[src/rtl/circuit1_bist_sequencer_pkg.sv]
// Shared constants and state encodings for the Circuit1 BIST sequencer.
package circuit1_bist_sequencer_pkg;

  localparam int N_INPUTS  = 4;
  localparam int N_VECTORS = 16;
  localparam int VEC_W     = 4;
  localparam int ERRCNT_W  = 5;
  localparam int SETTLE_W  = 4;

  typedef logic [1:0]       state_t;
  typedef logic [VEC_W-1:0] vec_t;

  localparam state_t ST_IDLE   = 2'd0;
  localparam state_t ST_APPLY  = 2'd1;
  localparam state_t ST_SAMPLE = 2'd2;
  localparam state_t ST_DONE   = 2'd3;

  localparam vec_t                LAST_VEC = vec_t'(N_VECTORS - 1);
  localparam logic [ERRCNT_W-1:0] ERR_MAX  = ERRCNT_W'(N_VECTORS);

  // The counter expires when it reaches zero, so it is loaded one short of the hold time.
  function automatic logic [SETTLE_W-1:0] settle_load(input int cycles);
    return SETTLE_W'(cycles - 1);
  endfunction

endpackage

[src/rtl/circuit1_bist_sequencer_if.sv]
// Bus between the lab top level (master) and the BIST sequencer (slave); error-log
// signals exist only when BIST_ERRLOG_EN is defined.
interface circuit1_bist_sequencer_if;
  import circuit1_bist_sequencer_pkg::*;

  logic                start;
  logic                abort;
  logic                f;
  logic                a;
  logic                b;
  logic                c;
  logic                d;
  logic                busy;
  logic                done;
  logic                fail;
  logic [ERRCNT_W-1:0] err_cnt;
`ifdef BIST_ERRLOG_EN
  logic [VEC_W-1:0]    first_err_vec;
  logic                first_err_vld;
`endif

  modport master (
`ifdef BIST_ERRLOG_EN
    input  first_err_vec, first_err_vld,
`endif
    output start, abort, f,
    input  a, b, c, d, busy, done, fail, err_cnt
  );

  modport slave (
`ifdef BIST_ERRLOG_EN
    output first_err_vec, first_err_vld,
`endif
    input  start, abort, f,
    output a, b, c, d, busy, done, fail, err_cnt
  );

endinterface

[src/rtl/circuit1_bist_sequencer_settle_counter.sv]
// Per-vector settle timer: loads on request, counts down to zero, expire is the terminal count.
module circuit1_bist_sequencer_settle_counter
  import circuit1_bist_sequencer_pkg::*;
#(
  parameter int SETTLE_CYCLES = 2
) (
  input  logic clk,
  input  logic rst,
  input  logic load,
  output logic expire
);

  logic [SETTLE_W-1:0] cnt;

  always_ff @(posedge clk or posedge rst) begin
    if (rst) begin
      cnt <= '0;
    end else if (load) begin
      cnt <= settle_load(SETTLE_CYCLES);
    end else if (cnt != '0) begin
      cnt <= cnt - 1'b1;
    end
  end

  assign expire = (cnt == '0);

endmodule

[src/rtl/circuit1_bist_sequencer.sv]
// Sweeps all 16 Circuit1 input vectors, compares F against EXPECTED and reports pass/fail.
// Optional first-mismatch log enabled by defining BIST_ERRLOG_EN.
module circuit1_bist_sequencer
  import circuit1_bist_sequencer_pkg::*;
#(
  parameter logic [15:0] EXPECTED      = 16'h0000,
  parameter int          SETTLE_CYCLES = 2
) (
  input logic                      clk,
  input logic                      rst,
  circuit1_bist_sequencer_if.slave bus
);

  state_t              state;
  vec_t                vec;
  logic                fail_r;
  logic [ERRCNT_W-1:0] err_cnt_r;
  logic                go;
  logic                active;
  logic                abort_now;
  logic                sampling;
  logic                mismatch;
  logic                expire;

  assign active    = (state == ST_APPLY) || (state == ST_SAMPLE);
  assign go        = bus.start && !active;
  assign abort_now = bus.abort && active;
  assign sampling  = (state == ST_SAMPLE);
  assign mismatch  = sampling && (bus.f != EXPECTED[vec]);

  circuit1_bist_sequencer_settle_counter #(.SETTLE_CYCLES(SETTLE_CYCLES)) u_settle (
    .clk    (clk),
    .rst    (rst),
    .load   (go || sampling),
    .expire (expire)
  );

  always_ff @(posedge clk or posedge rst) begin
    if (rst) begin
      state <= ST_IDLE;
      vec   <= '0;
    end else begin
      case (state)
        ST_IDLE, ST_DONE: begin
          if (go) begin
            state <= ST_APPLY;
            vec   <= '0;
          end
        end
        ST_APPLY: begin
          if (abort_now) begin
            state <= ST_IDLE;
            vec   <= '0;
          end else if (expire) begin
            state <= ST_SAMPLE;
          end
        end
        ST_SAMPLE: begin
          if (abort_now) begin
            state <= ST_IDLE;
            vec   <= '0;
          end else if (vec == LAST_VEC) begin
            state <= ST_DONE;
          end else begin
            state <= ST_APPLY;
            vec   <= vec + 1'b1;
          end
        end
        default: begin
          state <= ST_IDLE;
          vec   <= '0;
        end
      endcase
    end
  end

  // A mismatch on the aborting SAMPLE edge is still counted.
  always_ff @(posedge clk or posedge rst) begin
    if (rst) begin
      fail_r    <= 1'b0;
      err_cnt_r <= '0;
    end else if (go) begin
      fail_r    <= 1'b0;
      err_cnt_r <= '0;
    end else if (mismatch) begin
      fail_r <= 1'b1;
      if (err_cnt_r != ERR_MAX) begin
        err_cnt_r <= err_cnt_r + 1'b1;
      end
    end
  end

`ifdef BIST_ERRLOG_EN
  vec_t first_vec_r;
  logic first_vld_r;

  always_ff @(posedge clk or posedge rst) begin
    if (rst) begin
      first_vec_r <= '0;
      first_vld_r <= 1'b0;
    end else if (go) begin
      first_vec_r <= '0;
      first_vld_r <= 1'b0;
    end else if (mismatch && !first_vld_r) begin
      first_vec_r <= vec;
      first_vld_r <= 1'b1;
    end
  end

  assign bus.first_err_vec = first_vec_r;
  assign bus.first_err_vld = first_vld_r;
`endif

  assign {bus.a, bus.b, bus.c, bus.d} = vec;
  assign bus.busy    = active;
  assign bus.done    = (state == ST_DONE);
  assign bus.fail    = fail_r;
  assign bus.err_cnt = err_cnt_r;

endmodule

[src/flat_wrapper.sv]
// flat-port wrapper written by rule: the top's interface ports become plain ports
module circuit1_bist_sequencer_flat import circuit1_bist_sequencer_pkg::*;
#(
  parameter logic [15:0] EXPECTED      = 16'h0000,
  parameter int          SETTLE_CYCLES = 2
)
  (clk, rst, bus_start, bus_abort, bus_f, bus_a, bus_b, bus_c, bus_d, bus_busy, bus_done, bus_fail, bus_err_cnt);
  circuit1_bist_sequencer_if bus_i ();
  input logic clk;
  input logic rst;
  input wire logic [$bits(bus_i.start)-1:0] bus_start;
  input wire logic [$bits(bus_i.abort)-1:0] bus_abort;
  input wire logic [$bits(bus_i.f)-1:0] bus_f;
  output wire logic [$bits(bus_i.a)-1:0] bus_a;
  output wire logic [$bits(bus_i.b)-1:0] bus_b;
  output wire logic [$bits(bus_i.c)-1:0] bus_c;
  output wire logic [$bits(bus_i.d)-1:0] bus_d;
  output wire logic [$bits(bus_i.busy)-1:0] bus_busy;
  output wire logic [$bits(bus_i.done)-1:0] bus_done;
  output wire logic [$bits(bus_i.fail)-1:0] bus_fail;
  output wire logic [$bits(bus_i.err_cnt)-1:0] bus_err_cnt;
  assign bus_i.start = bus_start;
  assign bus_i.abort = bus_abort;
  assign bus_i.f = bus_f;
  assign bus_a = bus_i.a;
  assign bus_b = bus_i.b;
  assign bus_c = bus_i.c;
  assign bus_d = bus_i.d;
  assign bus_busy = bus_i.busy;
  assign bus_done = bus_i.done;
  assign bus_fail = bus_i.fail;
  assign bus_err_cnt = bus_i.err_cnt;
  circuit1_bist_sequencer #(.EXPECTED(EXPECTED), .SETTLE_CYCLES(SETTLE_CYCLES)) u_core (.clk(clk), .rst(rst), .bus(bus_i));
endmodule
[config.mk]
export PLATFORM = sky130hd
export DESIGN_NAME = circuit1_bist_sequencer_flat
export DESIGN_NICKNAME = d
export VERILOG_FILES = /design/src/rtl/circuit1_bist_sequencer_pkg.sv /design/src/rtl/circuit1_bist_sequencer_if.sv /design/src/rtl/circuit1_bist_sequencer_settle_counter.sv /design/src/rtl/circuit1_bist_sequencer.sv /design/src/flat_wrapper.sv
export SDC_FILE = /design/constraint.sdc
export NUM_CORES = 1
export LEC_CHECK = 0
export ABC_AREA = 1
export CORE_ASPECT_RATIO = 1.25
export CORE_MARGIN = 1
export CORE_UTILIZATION = 51
export DETAILED_ROUTE_END_ITERATION = 16
export PLACE_DENSITY = 0.83
export SLEW_MARGIN = 0
export SYNTH_ARGS = -nofsm -noshare
export SYNTH_HDL_FRONTEND = slang
export SYNTH_SLANG_ARGS = --single-unit
[constraint.sdc]
create_clock -name clk -period 1.95 [get_ports clk]
set_clock_uncertainty 0.1 [all_clocks]
set_input_delay 0.585 -clock clk [delete_from_list [all_inputs] [get_ports clk]]
set_output_delay 0.585 -clock clk [all_outputs]
set_load 0.1 [all_outputs]
Yosys cells after proc, flatten, opt, wreduce, memory -nomap -nowiden
Memories as Yosys holds them, arrays and structs flattened.
Cells that the tools add are included.
{ "op_classes": {"n_mul": 0, "shift": 0, "n_bitwise": 0, "n_div": 0, "order_cmp": 1, "n_reduce_logical": 16, "addsub": 3, "eq_ne": 10, "mux": 19} }
{ "ops": {"columns": ["cell", "n"], "rows": [
  ["$mux W4", 6],
  ["$mux W5", 3],
  ["$pmux W4 S3", 1],
  ["$mux W2", 5],
  ["$pmux W2 S3", 1],
  ["$reduce_bool A2 Y1", 3],
  ["$add A5 B1 Y5 const B", 1],
  ["$lt A4 B5 Y1 const B", 1],
  ["$ne A5 B5 Y1 const B", 1],
  ["$add A4 B1 Y4 const B", 1],
  ["$eq A2 B2 Y1 const B", 2],
  ["$eq A4 B4 Y1 const B", 1],
  ["$logic_not A4 Y1", 1],
  ["$ne A2 B1 Y1 const B", 2],
  ["$reduce_and A2 Y1", 2],
  ["$reduce_bool A4 Y1", 1],
  ["$sub A4 B1 Y4 const B", 1],
  ["$logic_and A1 B1 Y1", 3],
  ["$mux W1", 3],
  ["$ne A3 B1 Y1 const B", 1],
  ["$ne A3 B2 Y1 const B", 1],
  ["$reduce_and A3 Y1", 1],
  ["$eq A2 B1 Y1 const B", 1],
  ["$logic_not A2 Y1", 1],
  ["4 further kinds", 5]
]} }
{ "word_totals": {"reg_bits": 16, "latch_bits": 0, "ram_bits": 0, "wordCells": 55, "mem_bits_ro": 16, "mem_count": 1} }
{ "memory_table": {"columns": ["name", "words", "word_bits", "read_ports", "rd_clocked_by_memory_dff", "wr", "line_no", "source"], "rows": [
  ["(no name shown)", 16, 1, 1, 0, 0, "circuit1_bist_sequencer.sv:29", "assign mismatch = sampling && (bus.f != EXPECTED[vec]);"]
]} }

Longest topological paths before layout
Gate-level depths: netlist of the first run.
{ "depth": {"depth_word": 6, "ltp_mapped": 9, "ltp_nobuf": 9} }

Cells and area by module
A second synthesis of the first run with hierarchy kept.
{ "hier_totals": {"cells_unflattened": 141, "hier_area_um2": 1023.5} }
{ "modules_own_cells": {"columns": ["module", "area_each_um2", "seq_area_each_um2", "n_inst", "cells_each"], "rows": [
  ["circuit1_bist_sequencer", 788.3, 300.3, 1, 111],
  ["circuit1_bist_sequencer_settle_counter", 235.2, 100.1, 1, 30]
]} }

Worst setup path before layout of the first run
OpenSTA, ideal clock, no wires.
{ "synth_path": {"path_kind": "flip-flop to flip-flop", "from": "register u_core.vec[0]", "to": "register u_core.vec[3]", "synth_period_minus_slack_ns": 1.985, "required_ns": 1.782, "arrival_time_ns": 1.817, "path_stages_with_launch": 8, "path_slack_ns": -0.035, "path_cell_list": "dfrtp_1 -> ha_1 -> nand3_2 -> nor2_1 -> nand2_1 -> nand3_2 -> nand2_1 -> nand2_1"} }
{ "synth_via": {"elab_chain_len": 4, "word_cells_on_any_way": 7, "classes_between": "1 x add/sub; 2 x eq/ne; 3 x mux; 1 x reduce/logical"} }
{ "synth_rtl": {"columns": ["element", "line_no", "source"], "rows": [
  ["from (decl)", "circuit1_bist_sequencer.sv:15", "vec_t vec;"],
  ["from (signal assigned)", "circuit1_bist_sequencer.sv:66", "vec <= vec + 1'b1;"],
  ["$add A4 B1 Y4", "circuit1_bist_sequencer.sv:66", null],
  ["$mux W4", "circuit1_bist_sequencer.sv:62", "end else if (vec == LAST_VEC) begin"],
  ["$mux W4", "circuit1_bist_sequencer.sv:59", "if (abort_now) begin"],
  ["$pmux W4 S3", "circuit1_bist_sequencer.sv:43", "case (state)"]
]} }
Parallel ways exist; a longest one is shown, timed or not. The select of a mux whose other input is x is not followed.
A chain may end at the register's enable or synchronous reset.

Worst setup path in the final report of the first run
{ "layout_path": {"from": "register u_core.state[0]", "to": "output port bus_busy"} }
{ "layout_via": {"elab_chain_len": 2, "word_cells_on_any_way": 3, "classes_between": "2 x eq/ne; 1 x reduce/logical"} }
{ "layout_rtl": {"columns": ["element", "line_no", "source"], "rows": [
  ["from (decl)", "circuit1_bist_sequencer.sv:14", "state_t state;"],
  ["from (signal assigned)", "circuit1_bist_sequencer.sv:40", "state <= ST_IDLE;"],
  ["from (signal assigned)", "circuit1_bist_sequencer.sv:46", "state <= ST_APPLY;"],
  ["from (signal assigned)", "circuit1_bist_sequencer.sv:52", "state <= ST_IDLE;"],
  ["$eq A2 B1 Y1 or $eq A2 B2 Y1 (tied branches)", "circuit1_bist_sequencer.sv:25", "assign active = (state == ST_APPLY) || (state == ST_SAMPLE);"],
  ["$logic_or A1 B1 Y1 (*)", "circuit1_bist_sequencer.sv:25", null],
  ["to (decl)", "flat_wrapper.sv:18", "output wire logic [$bits(bus_i.busy)-1:0] bus_busy;"]
]} }
Mark *: on every way between the ends. The rest lies on a longest branch, timed or not.

==> out/summary.txt, run 1 <==
Max-slew violation total from the final report: 0
Initial core utilization: 55.8%
Vias in the first global route: 891
Wirelength, routed: 2.11 mm
Root buf cell: clkbuf_4
Syn Inst Count: 126
Crit path buf inv count: 3
Cell family with most CP delay: flip-flops
Endpoint class of the critical path: output pin
Initial drt markers: 7
Post-synth EDFFs: 0
VDD IR max: 2.26 mV
FP Rows: 17
Vias/cell: 5.29
Synthesized area: 1010 µm²
Post-CTS Hold Buffers: 0
Final nets: 163
Routed met1 length: 854 µm
Clk_lat worst skew: 300 ps
Met3 routed WL: 61 µm
Sw frac: 52.7%
CP Launch Type: flip-flop
P per Cell Area: 1650 nW/µm²
Antenna cells: 0
CP Cell Sequence: inv_2, ha_4, inv_4, buf_12
Met2 WL post-DR: 1.15 mm
P&R area growth vs syn: 38.0%
RSZ-0062 raised after global routing: true
CTS HTree Levels: 1
Detail Route Antenna Nets: 0
CP arrival: 1260 ps
Die X: 41.8 µm
Worst-Margin Slew: 294 ps
Core Area: 1810 µm²
Internal power: 1090 µW
CP Max Fanout: 3
Most frequent cells in the layout: nand2_1, dfrtp_1, inv_1
Comb power frac: 67.1%
Worst path slowest cell: dfrtp_1
Register bit total from synthesis: 16
CP max stage delay: 410 ps
I/O Buffers: 16
Req. time, crit path: 1260 ps
DR vias: 888
Netlist cell types: 22
Final core utilization: 77.0%
Most common cell after layout, fill and taps aside: nand2_1
Leak: 0.000671 µW
Top FF cell, synth: dfrtp_1
Number of setup violations in the final report: 0
Tcrit/Tclk final: 99.9%
Register area share after synthesis: 39.7%
Hold Fails Final Rpt: 0
Syn Nets: 139
Clk slew on worst S/H paths: 100 ps
Initial antenna violation count: 0
Worst Setup Slack post-DPL: 88.8 ps
Die area: 2160 µm²
Final min period: 1950 ps
Initial DRT Pass Iterations: 4
HP Class: flip-flop to flip-flop
Clock power share: 10.0%
Post-Syn Area per Cell: 8.00 µm²
Finished Layout Cells: 168
Routed len/inst: 12.6 µm
Setup TNS Final: 0 ps
CTS sink count: 16
Share of layout cells above drive strength 1: 26.8%
Global-route wire length before repair: 3.82 mm
Switch Pwr: 1210 µW
Top Metal Used: met4
DRC Markers: 0
CTS tree: built
HPWL after detailed placement: 1.63 mm
FMAX: 513 MHz
Rel. slew slack: 80.4%
Async set or reset register ratio after synthesis: 100%
Flop pwr share: 23.0%
Die Span Y: 51.7 µm
Yosys synthesis warning count: 0
Maxcap violations: 0
Status: finished clean
Total grt overflow: 0
Fin worst setup slack: 1.10 ps
Placed cells: 162
Worst Hold Margin: 452 ps
Total track usage: 23.6%
Clock Path Buffers: 2
Num ports: 17
Total CTS buffers: 3
CP Class: flip-flop to output pin
Largest net degree at the start of global routing: 17
Gpl congestion: 0.756
through the flow:
step	area, µm²	power [µW]
after detailed placement	1320	1970
final	1390	2290
after global routing	1390	2440
after CTS	1390	2290
after global placement	1320	1920
after floorplan	1010	1550
synthesized netlist by cell type, types with 3 or more instances:
cell type | count | area, µm²
dfrtp_1 | 16 | 400
ha_1 | 8 | 100
inv_1 | 14 | 52.6
nand2_1 | 34 | 128
nand2_2 | 5 | 31.3
nand3_1 | 11 | 55.1
nand4_1 | 3 | 18.8
nor2_1 | 10 | 37.5
o21ai_1 | 3 | 15.0
xnor2_1 | 4 | 35.0
routing by layer:
metal | global-route usage, % | vias up
met5 | 0 | -
li1 | - | 446
met3 | 4.51 | 5
met1 | 25.4 | 421
met2 | 43.0 | 16
met4 | 12.9 | 0
worst paths after layout:
check	from	to	slack [ps]	depth (start not counted)
max in group asynchronous	rst	u_core.vec[1]$_DFFE_PP0P_	1070	3
worst min register to register	u_core.u_settle.cnt[0]$_DFFE_PP0P_	u_core.u_settle.cnt[0]$_DFFE_PP0P_	450	2
worst max register to register	u_core.state[1]$_DFFE_PP0P_	u_core.vec[0]$_DFFE_PP0P_	400	9
worst max-delay path	u_core.state[0]$_DFFE_PP0P_	bus_busy	1	4
min in group asynchronous	rst	u_core.bus.err_cnt[4]$_DFFE_PP0P_	480	3
worst min-delay path	u_core.u_settle.cnt[0]$_DFFE_PP0P_	u_core.u_settle.cnt[0]$_DFFE_PP0P_	450	2
logic make-up after synthesis:
logic type               count (synthesis)  synth area share, %
flip-flops                              16                 39.7
AO/OA/AOI/OAI                            7                 3.97
XOR/XNOR                                 5                 4.34
adder cells (fa/ha/maj)                  8                 9.93
AND/OR/NAND/NOR                         73                 35.7
buffers and inverters                   17                 6.33
power by group through the flow:
| stage | logic, µW | registers, µW | clock network [µW] |
|---|---|---|---|
| final | 1540 | 527 | 229 |
| after global routing | 1650 | 539 | 248 |
| after CTS | 1540 | 521 | 225 |
| after detailed placement | 1440 | 533 | 0 |
| after global placement | 1390 | 525 | 0 |
| after floorplan | 850 | 699 | 0 |
timing repair:
action / 4_1_cts / 5_1_grt
pin swaps: 0 / 0
setup buffers: 2 / 0
endpoints found under the setup margin: 1 / 2
resized for setup: 2 / 2
cloned: 0 / 0
worst reg2reg max path, stage by stage (launching register included):
cell     delay, ps
dfrtp_1        440
buf_4          160
inv_1           50
ha_1           160
inv_1           70
nor2_1         210
inv_1           90
nand3_2        110
nand2_1         60
nand2_1         70
registers in the layout, indices dropped and copies added (netlist names):
signal,count
u_core.bus.fail,1
u_core.state,2
u_core.vec,4
u_core.bus.err_cnt,5
u_core.u_settle.cnt,4
layout make-up:
cell class	count	area (µm²)
repair buffers	19	303
flip-flops and latches	16	403
multi-input cells	93	559
clock buffers	4	36.3
well taps	19	23.8
fillers	127	417
inverters	17	66.3
No activity file was read; power rests on OpenSTA's default activity.
==> inputs of run 2 (changes only) <==
==> constraint.sdc (replaced) <==
create_clock -name clk -period 1.95 [get_ports clk]
set_clock_uncertainty 0.1 [all_clocks]
set_input_delay 0.585 -clock clk [delete_from_list [all_inputs] [get_ports clk]]
set_output_delay 0.585 -clock clk [all_outputs]
set_load 0.005 [all_outputs]
==> out/summary.txt, run 2 (synthesized netlist as in run 1, its figures left out) <==
FMAX: 526 MHz (was 513 MHz)
Placed cells: 166 (was 162)
Number of setup violations in the final report: 0 (unchanged)
Fillers: 136 (was 127)
Initial core utilization: 55.8% (unchanged)
Num ports: 17 (unchanged)
Post-CTS Hold Buffers: 0 (unchanged)
Req. time, crit path: 1260 ps (about the same)
Vias in the first global route: 865 (was 891)
Initial drt markers: 24 (was 7)
RSZ-0062 raised after global routing: false (was true)
Met1 usage: 23.2% (was 25.4%)
Clock Path Buffers: 2 (unchanged)
Max-slew violation total from the final report: 0 (unchanged)
Final core utilization: 72.2% (was 77.0%)
HPWL after detailed placement: 1.48 mm (was 1.63 mm)
CP Launch Type: flip-flop (unchanged)
CP arrival: 1210 ps (was 1260 ps)
Largest net degree at the start of global routing: 17 (unchanged)
Root buf cell: clkbuf_4 (unchanged)
CTS HTree Levels: 1 (unchanged)
Flip-flop and latch area: 405 µm² (was 403 µm²)
CTS sink count: 16 (unchanged)
CP Max Fanout: 3 (unchanged)
I/O Buffers: 16 (unchanged)
VDD IR max: 1.11 mV (was 2.26 mV)
Final min period: 1900 ps (was 1950 ps)
Finished Layout Cells: 174 (was 168)
Die area: 2160 µm² (unchanged)
Most common cell after layout, fill and taps aside: nand2_1 (unchanged)
Max reg flops: 5 (unchanged)
Die Span Y: 51.7 µm (unchanged)
P&R area growth vs syn: 29.4% (was 38.0%)
Placement Cell Area: 1230 µm² (was 1320 µm²)
Maxcap violations: 0 (unchanged)
Leak: 0.000663 µW (was 0.000671 µW)
Gpl congestion: 0.736 (was 0.756)
FP Rows: 17 (unchanged)
Met2 Use GR: 40.1% (was 43.0%)
CTS tree: built (unchanged)
Worst-Margin Slew: 242 ps (was 294 ps)
Tcrit/Tclk final: 97.4% (was 99.9%)
HP Class: flip-flop to flip-flop (unchanged)
DRC Markers: 0 (unchanged)
Wirelength, routed: 2.05 mm (was 2.11 mm)
Vias/cell: 5.11 (was 5.29)
Status: finished clean (unchanged)
Most frequent cells in the layout: nand2_1, inv_1, clkdlybuf4s50_1 (was nand2_1, dfrtp_1, inv_1)
CP Class: flip-flop to output pin (unchanged)
Total CTS buffers: 3 (unchanged)
Grt met3 use: 3.13% (was 4.51%)
Setup TNS Final: 0 ps (unchanged)
Multi-input logic area: 557 µm² (was 559 µm²)
Cell area after layout: 1310 µm² (was 1390 µm²)
Rel. slew slack: 83.8% (was 80.4%)
Antenna cells: 0 (unchanged)
Global-route wire length before repair: 3.47 mm (was 3.82 mm)
Routed len/inst: 11.8 µm (was 12.6 µm)
P per Cell Area: 1290 nW/µm² (was 1650 nW/µm²)
Initial antenna violation count: 0 (unchanged)
Total grt overflow: 0 (unchanged)
Total track usage: 20.8% (was 23.6%)
Overall Power: 1680 µW (was 2290 µW)
Die X: 41.8 µm (unchanged)
Initial DRT Pass Iterations: 4 (unchanged)
Gr busiest metal: met2 (unchanged)
Detail Route Antenna Nets: 0 (unchanged)
Final nets: 170 (was 163)
Clk_lat worst skew: 280 ps (was 300 ps)
Share of layout cells above drive strength 1: 22.6% (was 26.8%)
Core Area: 1810 µm² (unchanged)
Clk slew on worst S/H paths: 90 ps (was 100 ps)
DR vias: 889 (was 888)
Hold Fails Final Rpt: 0 (unchanged)
Endpoint class of the critical path: output pin (unchanged)
## run 2: per-layer routing
layer | part of all wire, % | routed length (µm) | vias to the layer above
li1 | - | - | 457
met1 | 44 | 894 | 414
met2 | 53 | 1090 | 14
met3 | 2.0 | 42 | 4
met4 | 1.2 | 25 | 0
met5 | 0 | 0 | -
## run 2: report_power, final
group / switching, µW / internal, µW
clock network: 101 / 71.6
logic: 579 / 440
registers: 70.0 / 422
## run 2: cell type report
type                       count  area share (%)
tap                           19            1.82
clock buffer                   3            1.73
timing repair buffer          26            17.8
inverter                      17            4.89
multi-input combinational     93            42.7
sequential                    16            31.1
## run 2: through the flow
stage               hold slack [ps]  setup slack (ps)
finish                          431              50.4
global route                    446              11.3
CTS                             424             0.318
detailed placement              402              35.9
global placement                386              46.5
floorplan                       372               416
## run 2: worst paths after layout
| path | from | endpoint | slack, ps | cells after the start |
|---|---|---|---|---|
| max in group asynchronous | rst | u_core.vec[2]$_DFFE_PP0P_ | 1050 | 3 |
| min reg2reg | u_core.u_settle.cnt[0]$_DFFE_PP0P_ | u_core.u_settle.cnt[0]$_DFFE_PP0P_ | 430 | 2 |
| min | u_core.u_settle.cnt[0]$_DFFE_PP0P_ | u_core.u_settle.cnt[0]$_DFFE_PP0P_ | 430 | 2 |
| max | u_core.state[1]$_DFFE_PP0P_ | bus_done | 50 | 3 |
| max reg2reg | u_core.state[0]$_DFFE_PP0P_ | u_core.u_settle.cnt[0]$_DFFE_PP0P_ | 320 | 9 |
| min in group asynchronous | rst | u_core.u_settle.cnt[2]$_DFFE_PP0P_ | 510 | 3 |
## run 2: repair_timing
| item | 4_1_cts | 5_1_grt |
|---|---|---|
| cloned | 0 | 0 |
| buffers inserted | 1 | 5 |
| resized for setup | 7 | 5 |
| pin swaps | 1 | 0 |
| endpoints found under the setup margin | 5 | 9 |
## run 2: worst max-delay path: stages (launching register included)
cell and delay, ps:
dfrtp_1 420, buf_4 150, ha_1 160, clkdlybuf4s15_1 190
